$ cat src/rtl/fsm16_trace_decoder.sv
// Passive transition checker for the 16-state dual-input controller.
// Define FSM16_TRACE_RESYNC_EN to resynchronise after an illegal sample.
module fsm16_trace_decoder #(
    parameter int CNT_W = 16,
    parameter int ERR_W = 8
) (
    input  logic             clk,
    input  logic             reset,
    input  logic             state_valid,
    input  logic [3:0]       state_in,
    output logic             dec_valid,
    output logic             dec_taken,
    output logic [3:0]       dec_mask,
    output logic             dec_err,
    output logic             err_sticky,
    output logic [CNT_W-1:0] trans_cnt,
    output logic [ERR_W-1:0] err_cnt
);

    typedef enum logic [1:0] {
        SYNC,
        TRACK,
        HALT
    } mon_state_e;

    mon_state_e       state_q, state_d;
    logic [3:0]       ref_q, ref_d;
    logic             dec_valid_q, dec_valid_d;
    logic             dec_taken_q, dec_taken_d;
    logic [3:0]       dec_mask_q, dec_mask_d;
    logic             dec_err_q, dec_err_d;
    logic             err_sticky_q, err_sticky_d;
    logic [CNT_W-1:0] trans_cnt_q, trans_cnt_d;
    logic [ERR_W-1:0] err_cnt_q, err_cnt_d;

    logic [2:0] j;
    logic [2:0] j_inc;
    logic [3:0] tgt_taken;
    logic [3:0] tgt_not;
    logic [3:0] mask_taken;
    logic       hit_taken;
    logic       hit_not;
    logic       illegal;

    always_comb begin
        j         = ref_q[2:0];
        j_inc     = j + 3'd1;
        tgt_taken = {j, 1'b1};
        tgt_not   = {j_inc, 1'b0};
        hit_taken = (state_in == tgt_taken);
        hit_not   = (state_in == tgt_not);
        // not-taken mask is always the complement of the taken mask
        unique case (j)
            3'd0:    mask_taken = 4'b1000;
            3'd1:    mask_taken = 4'b0010;
            3'd2:    mask_taken = 4'b0100;
            3'd3:    mask_taken = 4'b0001;
            3'd4:    mask_taken = 4'b1110;
            3'd5:    mask_taken = 4'b1011;
            3'd6:    mask_taken = 4'b1101;
            default: mask_taken = 4'b0111;
        endcase
    end

    always_comb begin
        state_d      = state_q;
        ref_d        = ref_q;
        dec_valid_d  = 1'b0;
        dec_taken_d  = 1'b0;
        dec_mask_d   = 4'b0000;
        dec_err_d    = 1'b0;
        err_sticky_d = err_sticky_q;
        trans_cnt_d  = trans_cnt_q;
        err_cnt_d    = err_cnt_q;
        illegal      = 1'b0;

        if (state_valid) begin
            dec_valid_d = 1'b1;
            unique case (state_q)
                SYNC: begin
                    if (state_in == 4'd0) begin
                        state_d = TRACK;
                        ref_d   = 4'd0;
                    end else begin
                        illegal = 1'b1;
                    end
                end
                TRACK: begin
                    unique case (1'b1)
                        hit_taken: begin
                            dec_taken_d = 1'b1;
                            dec_mask_d  = mask_taken;
                            ref_d       = state_in;
                        end
                        hit_not: begin
                            dec_mask_d = ~mask_taken;
                            ref_d      = state_in;
                        end
                        default: illegal = 1'b1;
                    endcase
                    if (!illegal && trans_cnt_q != '1)
                        trans_cnt_d = trans_cnt_q + CNT_W'(1);
                end
                default: ;
            endcase

            if (illegal) begin
                dec_err_d    = 1'b1;
                err_sticky_d = 1'b1;
                if (err_cnt_q != '1)
                    err_cnt_d = err_cnt_q + ERR_W'(1);
`ifdef FSM16_TRACE_RESYNC_EN
                ref_d   = state_in;
                state_d = TRACK;
`else
                state_d = HALT;
`endif
            end
        end
    end

    always_ff @(posedge clk) begin
        if (!reset) begin
            state_q      <= SYNC;
            ref_q        <= 4'd0;
            dec_valid_q  <= 1'b0;
            dec_taken_q  <= 1'b0;
            dec_mask_q   <= 4'b0000;
            dec_err_q    <= 1'b0;
            err_sticky_q <= 1'b0;
            trans_cnt_q  <= '0;
            err_cnt_q    <= '0;
        end else begin
            state_q      <= state_d;
            ref_q        <= ref_d;
            dec_valid_q  <= dec_valid_d;
            dec_taken_q  <= dec_taken_d;
            dec_mask_q   <= dec_mask_d;
            dec_err_q    <= dec_err_d;
            err_sticky_q <= err_sticky_d;
            trans_cnt_q  <= trans_cnt_d;
            err_cnt_q    <= err_cnt_d;
        end
    end

    assign dec_valid  = dec_valid_q;
    assign dec_taken  = dec_taken_q;
    assign dec_mask   = dec_mask_q;
    assign dec_err    = dec_err_q;
    assign err_sticky = err_sticky_q;
    assign trans_cnt  = trans_cnt_q;
    assign err_cnt    = err_cnt_q;

endmodule

$ cat config.mk
export PLATFORM = sky130hd
export DESIGN_NAME = fsm16_trace_decoder
export DESIGN_NICKNAME = d
export VERILOG_FILES = /design/src/rtl/fsm16_trace_decoder.sv
export SDC_FILE = /design/constraint.sdc
export NUM_CORES = 1
export LEC_CHECK = 0
export ABC_AREA = 1
export CELL_PAD_IN_SITES_DETAIL_PLACEMENT = 0
export CELL_PAD_IN_SITES_GLOBAL_PLACEMENT = 1
export CORE_MARGIN = 8
export CORE_UTILIZATION = 38
export CTS_CLUSTER_DIAMETER = 120
export DETAILED_ROUTE_END_ITERATION = 10
export HOLD_SLACK_MARGIN = 0.05
export PLACE_DENSITY = 0.81
export SLEW_MARGIN = 20
export SYNTH_ARGS = -nofsm -noshare
export SYNTH_HDL_FRONTEND = slang
export SYNTH_SLANG_ARGS = --single-unit
$ cat constraint.sdc
create_clock -name clk -period 3 [get_ports clk]
set_input_delay 0.6 -clock clk [delete_from_list [all_inputs] [get_ports clk]]
set_output_delay 0.6 -clock clk [all_outputs]
set_load 0.01 [all_outputs]
==> run metrics <==
Area growth syn-to-layout 24.9%; root buf cell clkbuf_8; Synth Area per Inst 7.49 sq um; Die ar. 0.00861 sq mm; Num CTS Buffers 5; TritonCTS clock tree built; area of the mapped netlist between 0.002 and 0.0025 sq mm; dominant synthesized flop cell dfxtp_1; Die X 92.8 um; min Tclk post-route roughly 2.3 ns; CTS sink cnt 37; 1st-iter DRT viols 76; drt wl/cell 12.7 um; final hold slack 0.476 ns; IO Pins 39; yosys warns 0; Total Power 0.00113 W; post-detail-place hpwl around 3900 um; DR vias 2015; FP Rows 28; Post-synth EDFFs 0; Skew-Pair Late Insertion Delay 0.29 ns; Worst Path Max Fanout 12; Setup crit end kind flop; RSZ-0062 raised after global routing false; CTS H-tree depth 2; Initial Utilization 38.5%; most frequent CP cell nand2_1; sequential area share after synthesis 33.1%; worst hold path type flop to flop; Syn Inst Count 299; core area 0.00582 sq mm; crit share post-route 76.1%; via/cell ratio slightly below 5; fillers 625; Post-CTS Resized 0; Die Y 92.8 um; # port buffers 38; Max Transition Viols Final 0; delay-heaviest family, CP simple AND/OR/NAND/NOR gates; Final GP Congestion 0.772; clk buf depth 2; CP peak stage delay 0.37 ns; # diodes 0; syn_nets 313; Pwr per Cell Area 402 mW/mm^2; most area-hungry cell type in the Yosys netlist dfxtp_1; CTS Hold Buffers Added 0; first-pass GRT wire length roughly 9000 um; Congestion Overflow GR 0; WP data required 3.17 ns; Cell Chain, Critical Path ha_1 -> ha_1 -> o21ai_0 -> nor2_1 -> nand2_1 -> nand3_1 -> nand2_1 -> nand2_1 -> nand2_1 -> a21oi_1; Nets 353; DR pass1 iterations 4; gr usage total approximately 13%; synth cell count leaders nand2_1, dfxtp_1, nand3_1; Synth cell types 30; fmax 438 MHz; ys async rst share 0%; Post-route DRC 0; post-synth top area share between 30% and 40%; Synth Register Bits 37; status finished, final reports clean; Final Skew roughly 0.0064 ns; Worst Tran Pin Value 0.480 ns; endpoints failing setup 0; synth top area cells dfxtp_1, nand2_1, nand3_1; most frequent cell after synthesis nand2_1; CP arrival 2.45 ns; clk slew on worst S/H paths 0.08 ns; routed wire length 5280 um; largest net degree at the start of global routing 27; Hold Fails Final Rpt 0; initial antenna violation count 0; max_slew headroom 67.9%; Post-CTS Repair Setup Buffers 0; Routed Antenna Nets 0; vias in the first global route 1955; LEAKAGE roughly 1.0 nW; WS Path Type flop to flop; Slowest cell on crit path dfxtp_1; VDD IR max roughly 0.00018 V; Startpoint Class flop; buffer and inverter count on the worst path 0; Final TNS setup 0 ns; share of cells above drive strength 1 16.8%; max_cap viols 0
## report_power, final
| part | switching [W] | total (W) | leakage (nW) | internal, W |
|---|---|---|---|---|
| logic | 0.0000669 | 0.000105 | 0.651 | 0.0000379 |
| registers | 0.00000805 | 0.000509 | 0.299 | 0.000501 |
| clock network | 0.000182 | 0.000512 | 0.0681 | 0.000330 |
| total | 0.000257 | 0.00113 | 1.02 | 0.000869 |
## sequential cells by signal, summed over array words and instances, names as in the netlist
signal      cells
dec_err         1
dec_mask        4
dec_taken       1
dec_valid       1
err_cnt         8
err_sticky      1
ref_q           3
state_q         2
trans_cnt      16
## routing by layer
metal / track usage (%) / wire length, um / up-vias
met5: 0 / 0 / -
met4: 6.04 / 104 / 0
met3: 3.40 / 194 / 7
met2: 21.6 / 2480 / 28
met1: 14.9 / 2500 / 917
li1: - / - / 1063
## cells by family after synthesis
family	synth area share, %
xor gates and xnor gates	5.86
buffers and inverters	7.59
AOI/OAI and AO/OA	12.1
and+or+nand+nor	37.5
DFF	33.1
adders and majority gates	3.91
## worst paths after layout
kind	start	endpoint	slack, ns	depth (start not counted)
max	ref_q[0]	err_cnt[3]	0.72	10
min reg2reg	err_sticky	err_sticky	0.48	2
max reg2reg	ref_q[0]	err_cnt[3]	0.72	10
min	err_sticky	err_sticky	0.48	2
## placed cells by master, fill, tap and decap left out, types with 2 or more instances in the layout
master           Yosys  layout
nand2_1             66      66
clkdlybuf4s50_1      0      38
dfxtp_1             37      37
nand3_1             28      28
inv_1               24      24
nor2_1              24      24
a21oi_1             20      20
a21oi_2             13      13
nand3_2             11      11
nand2_2              9       9
o21ai_0              9       9
nand4_1              9       9
xor2_1               9       9
ha_1                 7       7
xnor2_1              6       6
clkbuf_8             0       5
inv_2                3       3
nand2_4              3       3
nor2_4               3       3
nor3_1               3       3
bufinv_16            0       2
buf_4                1       2
## stage by stage
| step | cell area, sq um | utilization, % | cells | worst slack [ns] |
|---|---|---|---|---|
| floorplan | 2240 | - | 299 | 1.20 |
| global placement | 2670 | 45.8 | 407 | 0.518 |
| detailed placement | 2670 | 45.8 | 407 | 0.482 |
| CTS | 2800 | 48.1 | 415 | 0.727 |
| global route | 2800 | 48.1 | 415 | 0.467 |
| finish | 2800 | 48.1 | 415 | 0.718 |
## area by class of cell
cell class                      count  area (sq um)  share of cell area [%]
Clock buffer                        5          68.8                    2.46
Clock inverter                      3          65.1                    2.32
Inverter                           28           105                    3.76
Multi-Input combinational cell    227          1330                    47.5
Sequential cell                    37           741                    26.5
Tap cell                           75          93.8                    3.35
Timing Repair Buffer               40           395                    14.1
## worst reg2reg max path: stages (launching register included)
cell and delay (ns):
dfxtp_1 0.37, ha_1 0.23, ha_1 0.30, o21ai_0 0.16
nor2_1 0.06, nand2_1 0.16, nand3_1 0.12, nand2_1 0.31
nand2_1 0.27, nand2_1 0.12, a21oi_1 0.06
(Power assumes the default switching activity.)
